File: config.mk
export PLATFORM = sky130hd
export DESIGN_NAME = lane_scheduler
export DESIGN_NICKNAME = d
export VERILOG_FILES = /design/src/rtl/traffic_pkg.sv /design/src/rtl/rr_lane_finder.sv /design/src/rtl/lane_scheduler.sv
export SDC_FILE = /design/constraint.sdc
export NUM_CORES = 1
export LEC_CHECK = 0
export CORE_MARGIN = 8
export CORE_UTILIZATION = 40
export DETAILED_ROUTE_END_ITERATION = 8
export PLACE_DENSITY_LB_ADDON = 0.3
export SLEW_MARGIN = 0
export SYNTH_ARGS = -nofsm -noshare
export SYNTH_HDL_FRONTEND = slang
export SYNTH_SLANG_ARGS = --single-unit
File: constraint.sdc
create_clock -name clk -period 23 [get_ports clk]
set_input_delay 6.9 -clock clk [delete_from_list [all_inputs] [get_ports clk]]
set_output_delay 6.9 -clock clk [all_outputs]
set_load 0.02 [all_outputs]
File: src/rtl/traffic_pkg.sv
// rtl/traffic_pkg.sv - states, phase durations and green-time helper for the lane scheduler
package traffic_pkg;

    typedef enum logic [2:0] {
        S_IDLE    = 3'd0,
        S_GREEN   = 3'd1,
        S_YELLOW  = 3'd2,
        S_ALL_RED = 3'd3,
        S_WALK    = 3'd4,
        S_EMG     = 3'd5
    } state_t;

    localparam int T_YELLOW    = 3;
    localparam int T_ALLRED    = 1;
    localparam int T_WALK      = 10;
    localparam int GREEN_MIN   = 5;
    localparam int GREEN_MAX   = 60;
    localparam int SEC_PER_CAR = 2;

    localparam logic [6:0] LOAD_YELLOW = 7'(T_YELLOW - 1);
    localparam logic [6:0] LOAD_ALLRED = 7'(T_ALLRED - 1);
    localparam logic [6:0] LOAD_WALK   = 7'(T_WALK - 1);

    // Timer load value for a green phase: clamp(cars*2, min, max) - 1; 255*2 fits in 9 bits.
    function automatic logic [6:0] green_load(input logic [7:0] cars);
        logic [8:0] dur;
        dur = 9'(cars) * 9'(SEC_PER_CAR);
        if (dur < 9'(GREEN_MIN)) begin
            dur = 9'(GREEN_MIN);
        end else if (dur > 9'(GREEN_MAX)) begin
            dur = 9'(GREEN_MAX);
        end
        return 7'(dur - 9'd1);
    endfunction

endpackage

File: src/rtl/rr_lane_finder.sv
// rtl/rr_lane_finder.sv - combinational round-robin search for the next busy lane
module rr_lane_finder (
    input  logic [7:0] req_i,
    input  logic [2:0] ptr_i,
    output logic [2:0] idx_o,
    output logic       found_o
);

    logic [2:0] cand;

    // Walk from farthest to nearest so the nearest lane after ptr_i wins; ptr_i itself is last.
    always_comb begin
        idx_o   = ptr_i;
        found_o = 1'b0;
        cand    = ptr_i;
        for (int k = 7; k >= 0; k--) begin
            cand = ptr_i + 3'(k + 1);
            if (req_i[cand]) begin
                idx_o   = cand;
                found_o = 1'b1;
            end
        end
    end

endmodule

File: src/rtl/lane_scheduler.sv
// rtl/lane_scheduler.sv - eight-lane traffic phase sequencer with pedestrian and emergency service
module lane_scheduler
    import traffic_pkg::*;
(
    input  logic            clk,
    input  logic            rst,
    input  logic [7:0][7:0] lanes,
    input  logic            ped_req,
    input  logic            emg_req,
    input  logic [2:0]      emg_lane,
    input  logic            timer_zero,
    output logic            timer_load,
    output logic [6:0]      timer_load_val,
    output logic [7:0]      green,
    output logic [7:0]      yellow,
    output logic [7:0]      red,
    output logic            walk,
    output logic [2:0]      state,
    output logic [2:0]      lane
);

    state_t     state_q, state_d;
    logic [2:0] lane_q, lane_d;
    logic       ped_q, ped_d;
    logic       load_d;
    logic [6:0] load_val_d;

    logic [7:0] busy;
    logic [2:0] nxt_lane;
    logic       nxt_found;
    logic [6:0] nxt_green_load;
    logic [7:0] lane_onehot;

    always_comb begin
        busy = '0;
        for (int i = 0; i < 8; i++) begin
            busy[i] = |lanes[i];
        end
    end

    rr_lane_finder u_finder (
        .req_i   (busy),
        .ptr_i   (lane_q),
        .idx_o   (nxt_lane),
        .found_o (nxt_found)
    );

    assign nxt_green_load = green_load(lanes[nxt_lane]);

    always_comb begin
        state_d    = state_q;
        lane_d     = lane_q;
        ped_d      = ped_q | ped_req;
        load_d     = 1'b0;
        load_val_d = '0;
        case (state_q)
            S_IDLE: begin
                if (nxt_found) begin
                    state_d    = S_GREEN;
                    lane_d     = nxt_lane;
                    load_d     = 1'b1;
                    load_val_d = nxt_green_load;
                end
            end
            S_GREEN: begin
                if (emg_req && (emg_lane == lane_q)) begin
                    state_d = S_EMG;
                end else if (emg_req || timer_zero) begin
                    state_d    = S_YELLOW;
                    load_d     = 1'b1;
                    load_val_d = LOAD_YELLOW;
                end
            end
            S_YELLOW: begin
                if (timer_zero) begin
                    state_d    = S_ALL_RED;
                    load_d     = 1'b1;
                    load_val_d = LOAD_ALLRED;
                end
            end
            S_ALL_RED: begin
                // Emergency outranks a waiting pedestrian; the pedestrian stays latched for later.
                if (timer_zero) begin
                    if (emg_req) begin
                        state_d = S_EMG;
                        lane_d  = emg_lane;
                    end else if (ped_q || ped_req) begin
                        state_d    = S_WALK;
                        ped_d      = 1'b0;
                        load_d     = 1'b1;
                        load_val_d = LOAD_WALK;
                    end else if (nxt_found) begin
                        state_d    = S_GREEN;
                        lane_d     = nxt_lane;
                        load_d     = 1'b1;
                        load_val_d = nxt_green_load;
                    end else begin
                        state_d = S_IDLE;
                    end
                end
            end
            S_WALK: begin
                if (emg_req) begin
                    state_d    = S_ALL_RED;
                    load_d     = 1'b1;
                    load_val_d = LOAD_ALLRED;
                end else if (timer_zero) begin
                    if (nxt_found) begin
                        state_d    = S_GREEN;
                        lane_d     = nxt_lane;
                        load_d     = 1'b1;
                        load_val_d = nxt_green_load;
                    end else begin
                        state_d = S_IDLE;
                    end
                end
            end
            S_EMG: begin
                if (!emg_req || (emg_lane != lane_q)) begin
                    state_d    = S_YELLOW;
                    load_d     = 1'b1;
                    load_val_d = LOAD_YELLOW;
                end
            end
            default: begin
                state_d = S_IDLE;
            end
        endcase
    end

    always_ff @(posedge clk) begin
        if (rst) begin
            state_q <= S_IDLE;
            lane_q  <= 3'd7;
            ped_q   <= 1'b0;
        end else begin
            state_q <= state_d;
            lane_q  <= lane_d;
            ped_q   <= ped_d;
        end
    end

    // Lamps are forced safe while reset is held, before the reset edge lands.
    assign lane_onehot    = 8'd1 << lane_q;
    assign green          = (!rst && (state_q == S_GREEN || state_q == S_EMG)) ? lane_onehot : 8'h00;
    assign yellow         = (!rst && (state_q == S_YELLOW)) ? lane_onehot : 8'h00;
    assign red            = ~(green | yellow);
    assign walk           = !rst && (state_q == S_WALK);
    assign timer_load     = !rst && load_d;
    assign timer_load_val = rst ? 7'd0 : load_val_d;
    assign state          = state_q;
    assign lane           = lane_q;

endmodule

==> impl_metrics.tcl, run 1 <==
set metrics [dict create \
    async_flop_share_pct 0 \
    fin_nets 605 \
    cts_hold_buf 0 \
    hpwl_um 9980 \
    arrival_ns 12.61 \
    top_usage_layer "met2" \
    antenna_found_initial 0 \
    rsz0062_at_grt "no" \
    leakagePower_nw 1.54 \
    cp_cell_sequence "clkdlybuf4s50_1 > nor4_1 > nand2_1 > mux4_2 > mux2_4 > a31o_4 > a22oi_4 > mux2i_1 > a2111oi_0 > o32a_1 > inv_1 > nor3_1 > o21ai_1 > nor3_1 > clkdlybuf4s50_1" \
    final_cell_mix "clkdlybuf4s50_1, nand2_1, a21oi_1" \
    worst_pin_slew_ns 1.11 \
    die_w_um 106 \
    ios 111 \
    fmaxAchievable_mhz 51.2 \
    diodes 0 \
    skew_ns 0.00939 \
    hold_ws_ns 0.590 \
    timing.setup.tns_ns 0 \
    antenna_left 0 \
    cts_sinks 7 \
    coreArea_sq_um 8010 \
    crit_family "compound AO/OA/AOI/OAI gates" \
    rrSetupSlack_ns 19.00 \
    cpPeakStageDelay_ns 0.71 \
    clk_latency_ns 0.23 \
    cts_root_buffer "clkbuf_8" \
    overflow 0 \
    cts.path.max_buffers 2 \
    finalSetupViolCount 0 \
    fin_crit_sh_pct 84.8 \
    vias_per_cell 6.41 \
    grt.met3_usage_pct 4.66 \
    yosysUniqueCellTypes 83 \
    synth_area_per_cell_sq_um 7.40 \
    hold_depth 2 \
    grt_pass1_wl_um 19700 \
    synth_top_flop_cell "dfxtp_1" \
    finalMaxSlewViolations 0 \
    crit_slowest_cell "nor4_1" \
    path_clk_slew_ns 0.04 \
    path_max_fanout 24 \
    slew_headroom_pct 24.7 \
    synth_edf_count 0 \
    r2r_end "state[0]" \
    netlist_area_sq_um 3240 \
    layout-drive-gt1-share_pct 8.76 \
    layout_commonest_cell "clkdlybuf4s50_1" \
    crit_buf_inv 3 \
    powerDensity_nw_per_um2 103 \
    cts_setup_buffers 0 \
    whs_endpoint "ped_q" \
    use_met1_pct 26.3 \
    drt_iter0_markers 277 \
    hp-class "flip-flop to flip-flop" \
    drt_first_pass_iters 7 \
    remaining_drc_errors 0 \
    gp_congestion 0.950 \
    r2r_cells 11 \
    vias 4040 \
    cts_resized 0 \
    synthCells 437 \
    grt_pass1_vias 3879 \
    met2_usage_pct 35.6 \
    io_buffers 109 \
    min_from "ped_q" \
    htreeDepth 1 \
    reg2reg_from "lane[0]" \
    post_drt_wl_per_cell_um 19.8 \
    hold_viol 0 \
    crit_type "input port to output pin" \
    max_cap_viol_count 0 \
    grt_start_max_net_pins 42 \
    status "finished, final reports clean" \
    numCtsBuffers 3 \
    rows 33 \
    die_y_um 106 \
    syn_to_final_growth_pct 32.5 \
    ir_drop_mv 0.0490 \
    worst_setup_path_end_kind "output pin" \
    syn_nets 516 \
    groute.usage.overall_pct 20.9 \
    cp.required_ns 16.10 \
    cts_tree "done" \
    wirelength_um 12500 \
    ys_warn_count 0 \
    seq_area_frac_synth_pct 4.33 \
    crit_path_start_kind "input port" \
    die_area_sq_um 11200 \
    yosys_register_bits 7 \
    start_util_pct 40.4 \
    min_period_ns 19.51 \
]
state kept, by name, indices dropped and copies added (netlist names):
register / cells
lane: 3
state: 3
ped_q: 1
worst register-to-register path, cell delays in order, from the launching register on:
cell	delay, ns
dfxtp_1	0.31
inv_2	0.45
ha_1	0.39
clkinv_1	0.29
mux4_1	0.77
nand2_1	0.12
nor4_1	0.59
nand3_1	0.35
a21oi_1	0.26
o21ai_0	0.11
a21oi_1	0.18
a311oi_1	0.06
worst max path at each step:
stage,to,from,cells past startpoint
6_report,timer_load_val[2],lanes[61],15
5_1_grt,timer_load_val[2],lanes[27],15
3_5_place_dp,timer_load_val[2],lanes[25],15
4_1_cts,timer_load_val[2],lanes[25],15
3_3_place_gp,timer_load_val[2],lanes[25],15
2_1_floorplan,timer_load_val[2],lanes[16],13
cells in the mapped netlist, types with 12 or more instances:
| cell type | number | area (sq um) |
|---|---|---|
| o21ai_0 | 18 | 90.1 |
| nand3_1 | 27 | 135 |
| nand2_1 | 52 | 195 |
| nor2_1 | 33 | 124 |
| mux2i_1 | 13 | 130 |
| and3_1 | 15 | 93.8 |
| clkbuf_1 | 12 | 45.0 |
| nor3_1 | 13 | 65.1 |
| nor4_1 | 14 | 87.6 |
| a21oi_1 | 36 | 180 |
final cells by class:
class,count,area [sq um]
clock buffers,4,45.0
fillers,800,3720
inverters,12,45.0
multi-input cells,391,2820
flip-flops and latches,7,140
well taps,105,131
repair buffers,111,1110
stage by stage:
stage / setup slack [ns] / power, W / area (sq um) / std cells / utilization [%]
floorplan: 5.63 / 0.000331 / 3240 / 437 / -
global placement: 3.72 / 0.000409 / 4240 / 626 / 53.0
detailed placement: 3.70 / 0.000414 / 4240 / 626 / 53.0
CTS: 3.68 / 0.000435 / 4290 / 630 / 53.5
global route: 3.28 / 0.000477 / 4290 / 630 / 53.5
finish: 3.49 / 0.000440 / 4290 / 630 / 53.5
power by group:
group	leakage (nW)	internal (W)	switching [W]
logic	1.46	0.000161	0.000234
registers	0.0583	0.0000162	0.0000107
clock network	0.0228	0.0000120	0.00000586
cell families after synthesis:
kind of cell,share of synthesized area [%]
simple gates,31.6
compound gates,33.8
buf+inv,8.55
mux,16.4
fa+ha+maj,2.71
xor+xnor,2.47
flops,4.33
other cells,0.116
layer usage:
layer | wire length, um | share of wire, %
met1 | 5300 | 42
met2 | 5980 | 48
met3 | 996 | 8.0
met4 | 203 | 1.6
met5 | 0 | 0
No activity file was read; power rests on OpenSTA's default activity.
==> run 2: changes to the inputs <==
Clock period 23 ns to 15.8 ns, I/O delays scaled along.
==> run 2 against run 1 <==
Sequential cell count unchanged. Non-clock buffer count unchanged. Die area unchanged. Clock-buffer cell count unchanged. Highest routed layer unchanged. Cell count unchanged.
==> impl_metrics.tcl, run 2 (synthesis results as in run 1) <==
set metrics [dict create \
    status "finished, final reports clean" \
    clk_latency_ns 0.23 \
    min_period_ns 15.07 \
    drt_first_pass_iters 5 \
    hold_viol 0 \
    path_clk_slew_ns 0.04 \
    grt_pass1_vias 3748 \
    timing.setup.tns_ns 0 \
    htreeDepth 1 \
    post_drt_wl_per_cell_um 19.4 \
    start_util_pct 40.4 \
    powerDensity_nw_per_um2 149 \
    vias_per_cell 6.34 \
    hold_ws_ns 0.593 \
    cts_tree "done" \
    layout-drive-gt1-share_pct 8.76 \
    finalMaxSlewViolations 0 \
    crit_path_start_kind "input port" \
    fin_nets 605 \
    cts.path.max_buffers 2 \
    die_w_um 106 \
    remaining_drc_errors 0 \
    grt_pass1_wl_um 19400 \
    wirelength_um 12200 \
    cp.required_ns 11.06 \
    max_cap_viol_count 0 \
    worst_pin_slew_ns 1.10 \
    rows 33 \
    cts_resized 0 \
    antenna_found_initial 0 \
    hpwl_um 9820 \
    ir_drop_mv 0.0688 \
    hp-class "flip-flop to flip-flop" \
    die_y_um 106 \
    cts_setup_buffers 0 \
    cts_hold_buf 0 \
    grt_start_max_net_pins 42 \
    finalSetupViolCount 0 \
    leakagePower_nw 1.54 \
    skew_ns 0.00469 \
    layout_commonest_cell "clkdlybuf4s50_1" \
    setup_ws_ns 0.734 \
    syn_to_final_growth_pct 32.5 \
    crit_type "input port to output pin" \
    worst_setup_path_end_kind "output pin" \
    fmaxAchievable_mhz 66.4 \
    cts_sinks 7 \
    rsz0062_at_grt "no" \
    slew_headroom_pct 25.6 \
    coreArea_sq_um 8010 \
    vias 3992 \
    arrival_ns 10.33 \
    diodes 0 \
    gp_congestion 0.950 \
    antenna_left 0 \
    die_area_sq_um 11200 \
    final_util_pct 53.5 \
    io_buffers 109 \
    overflow 0 \
    drt_iter0_markers 254 \
    post-place-ws_ns 0.889 \
    groute.usage.overall_pct 20.5 \
    ios 111 \
    path_max_fanout 24 \
    numCtsBuffers 3 \
    fin_crit_sh_pct 95.4 \
    final_cell_mix "clkdlybuf4s50_1, nand2_1, a21oi_1" \
    cts_root_buffer "clkbuf_8" \
]
[run 2: cell counts in the layout (fill, tap and decap cells not counted)]
No cell type changed its count.
[run 2: per-layer routing]
| metal | share of wire [%] | GRT usage (%) | wire length, um |
|---|---|---|---|
| met1 | 43 | 26.2 | 5240 |
| met2 | 49 | 35.1 | 5930 |
| met3 | 7.1 | 3.93 | 862 |
| met4 | 1.4 | 4.12 | 166 |
| met5 | 0 | 0 | 0 |
[run 2: layout make-up]
| type | count | area (sq um) |
|---|---|---|
| Clock buffer | 4 | 45.0 |
| Fill cell | 765 | 3720 |
| Inverter | 12 | 45.0 |
| Multi-Input combinational cell | 391 | 2820 |
| Sequential cell | 7 | 140 |
| Tap cell | 105 | 131 |
| Timing Repair Buffer | 111 | 1110 |
[run 2: path summary, 6_finish.rpt]
| kind | start | endpoint | slack (ns) | cells after the start |
|---|---|---|---|---|
| worst min-delay path | ped_q | ped_q | 0.59 | 2 |
| worst max register to register | lane[0] | state[0] | 11.82 | 11 |
| worst min register to register | ped_q | ped_q | 0.59 | 2 |
| worst max-delay path | lanes[25] | timer_load_val[2] | 0.73 | 15 |
[run 2: worst max-delay path: stages]
cell and delay, ns:
clkdlybuf4s50_1 0.42, nor4_1 0.69, nand2_1 0.23, mux4_2 0.53
mux2_4 0.31, a31o_4 0.29, a22oi_4 0.63, mux2i_1 0.22
a2111oi_0 0.61, o32a_1 0.32, inv_1 0.10, nor3_1 0.32
o21ai_1 0.12, nor3_1 0.16, clkdlybuf4s50_1 0.66
[run 2: where the power goes]
| part | switching (W) | total [W] | internal, W |
|---|---|---|---|
| clock network | 0.00000785 | 0.0000253 | 0.0000175 |
| logic | 0.000338 | 0.000572 | 0.000234 |
| registers | 0.0000158 | 0.0000395 | 0.0000237 |
| total | 0.000362 | 0.000637 | 0.000275 |
[run 2: per-stage QoR]
stage | instances | area [sq um] | power, W
6_report | 630 | 4290 | 0.000637
5_1_grt | 630 | 4290 | 0.000691
4_1_cts | 630 | 4290 | 0.000631
3_5_place_dp | 626 | 4240 | 0.000602
3_3_place_gp | 626 | 4240 | 0.000595
2_1_floorplan | 437 | 3240 | 0.000481
==> run 3: changes to the inputs <==
Settings changed: SYNTH_HIERARCHICAL from default to 1.
Clock period 15.8 ns to 19.2 ns, I/O delays scaled along.
==> run 3 against run 2 <==
Combinational power is 15% lower. Register-to-register slack better by 3.2 ns. Critical path depth is 2 higher. Sequential power is 9.9% lower. Clock power is 17% lower. Die area is 26% lower. Critical endpoint is now timer_load_val[3]. Largest cell class unchanged. Largest power group unchanged. Highest routed layer unchanged.
==> impl_metrics.tcl, run 3 <==
set metrics [dict create \
    multi_input_area_sq_um 1980 \
    wirelength_um 8760 \
    hp-class "flip-flop to flip-flop" \
    finalMaxSlewViolations 0 \
    dr_wl_met2_um 4650 \
    cp.required_ns 13.44 \
    hpwl_um 7300 \
    worst_setup_path_end_kind "output pin" \
    ir_drop_mv 0.168 \
    gp_congestion 0.945 \
    die_w_um 91.1 \
    timing.setup.tns_ns 0 \
    rsz0062_at_grt "no" \
    async_flop_share_pct 0 \
    skew_ns 0.00136 \
    ys_warn_count 6 \
    coreArea_sq_um 5470 \
    cts_resized 0 \
    synth_area_leader_cell "mux2i_1" \
    slew_headroom_pct 37.7 \
    ios 111 \
    drt_first_pass_iters 5 \
    drt_iter0_markers 159 \
    cts_root_buffer "clkbuf_8" \
    htreeDepth 1 \
    groute.usage.overall_pct 20.2 \
    die_y_um 91.1 \
    seq_area_frac_synth_pct 6.21 \
    antenna_found_initial 0 \
    synth_area_per_cell_sq_um 7.17 \
    remaining_drc_errors 0 \
    leakagePower_nw 1.22 \
    diodes 0 \
    hold_depth 2 \
    yosys_register_bits 7 \
    fillers 519 \
    io_buffers 109 \
    min_period_ns 16.93 \
    critical_path.startpoint "lanes[11]" \
    powerDensity_nw_per_um2 160 \
    layout-drive-gt1-share_pct 7.56 \
    arrival_ns 11.17 \
    synth.most_common_cell "nor2_1" \
    status "finished, final reports clean" \
    start_util_pct 41.2 \
    fin_nets 485 \
    syn_to_final_growth_pct 51.0 \
    wl_met3_um 488 \
    grt_pass1_vias 2811 \
    cts_setup_buffers 0 \
    cts_tree "done" \
    cts.path.max_buffers 2 \
    synthCells 315 \
    worst_pin_slew_ns 0.925 \
    die_area_sq_um 8300 \
    rows 27 \
    synth_commonest_cells "nor2_1, nand2_1, nor3_1, mux2i_1, a21oi_1" \
    hold_ws_ns 0.666 \
    grt_start_max_net_pins 25 \
    netlist_area_sq_um 2260 \
    route.top_layer_used "met4" \
    synth_top_flop_cell "dfxtp_1" \
    vias 2881 \
    yosysUniqueCellTypes 65 \
    regArea_sq_um 140 \
    synth_edf_count 0 \
    fmaxAchievable_mhz 59.1 \
    r2r_cells 12 \
    netlist.area_leader.share_pct 9.76 \
    grt_pass1_wl_um 14000 \
    hold_viol 0 \
    numCtsBuffers 3 \
    max_cap_viol_count 0 \
    whs_endpoint "ped_q" \
    path_clk_slew_ns 0.04 \
    clk_latency_ns 0.23 \
    post_drt_wl_per_cell_um 18.2 \
    fin_crit_sh_pct 88.2 \
    path_max_fanout 23 \
    layout_commonest_cell "clkdlybuf4s50_1" \
    antenna_left 0 \
    crit_path_start_kind "input port" \
    rrSetupSlack_ns 15.01 \
    cts_sinks 7 \
    min_from "ped_q" \
    cts_hold_buf 0 \
    syn_nets 389 \
    r2r_end "lane[1]" \
    final_cell_mix "clkdlybuf4s50_1, nor2_1, nand2_1" \
    finalSetupViolCount 0 \
    reg2reg_from "lane[0]" \
    vias_per_cell 5.98 \
    met1_length_um 3560 \
    overflow 0 \
    crit_type "input port to output pin" \
    synthTopCellsByArea "mux2i_1, mux4_2, nor2_1, dfxtp_1, nor3_1" \
]
run 3: cell count changes in the layout (fill, tap and decap cells not counted), moves of 10 or more:
cell     before  now
nand2_1      52   27
a21oi_1      36   19
nand3_1      27   12
and3_1       15    1
o21ai_0      18    5
nor3_1       13   25
nor2_1       33   43
nor4_1       14    4
run 3: cell type report:
type	instances	area share, %
clock buffer	4	1.32
inverter	11	1.21
multi-input combinational	276	58.0
sequential	7	4.11
tap	72	2.64
timing repair buffer	112	32.7
run 3: how the worst max path moves through the flow:
stage / to / depth (start not counted)
floorplan: timer_load_val[1] / 16
global placement: timer_load_val[3] / 17
detailed placement: timer_load_val[3] / 17
CTS: timer_load_val[3] / 17
global route: timer_load_val[3] / 17
finish: timer_load_val[3] / 17
run 3: metrics by stage:
stage	instances	worst slack [ns]	cell area [sq um]	util, %	total power [W]
finish	482	2.27	3410	62.3	0.000545
global route	482	1.97	3410	62.3	0.000591
CTS	482	2.34	3410	62.3	0.000542
detailed placement	478	2.36	3360	61.5	0.000517
global placement	478	2.47	3360	61.5	0.000513
floorplan	315	3.91	2260	-	0.000410
run 3: critical path, cell delays in order:
cell	delay, ns
clkdlybuf4s50_1	0.43
nor3_1	0.33
nand3_1	0.23
mux4_2	0.58
nor2b_1	0.18
a21oi_1	0.38
o211ai_1	0.16
a211oi_1	0.39
a221oi_4	0.12
buf_4	0.27
mux2_1	0.37
mux4_2	0.49
a21o_1	0.22
a211o_1	0.27
a41o_1	0.24
a21oi_2	0.13
clkdlybuf4s50_1	0.61
run 3: logic make-up after synthesis:
| family | count (synthesis) | share of synthesized area (%) |
|---|---|---|
| other cells | 1 | 0.166 |
| buf+inv | 32 | 6.93 |
| mux | 43 | 26.1 |
| xor+xnor | 7 | 2.72 |
| compound gates | 85 | 28.0 |
| simple gates | 138 | 28.8 |
| flops | 7 | 6.21 |
| fa+ha+maj | 2 | 1.11 |
run 3: power by group:
group | internal, W | switching [W]
sequential | 0.0000189 | 0.0000167
combinational | 0.000216 | 0.000273
clock | 0.0000144 | 0.00000675
total | 0.000249 | 0.000296
run 3: routing by layer:
layer / vias to the layer above / track usage [%]
met2: 95 / 36.6
met5: - / 0
li1: 1396 / -
met3: 6 / 4.44
met4: 0 / 3.68
met1: 1384 / 23.6
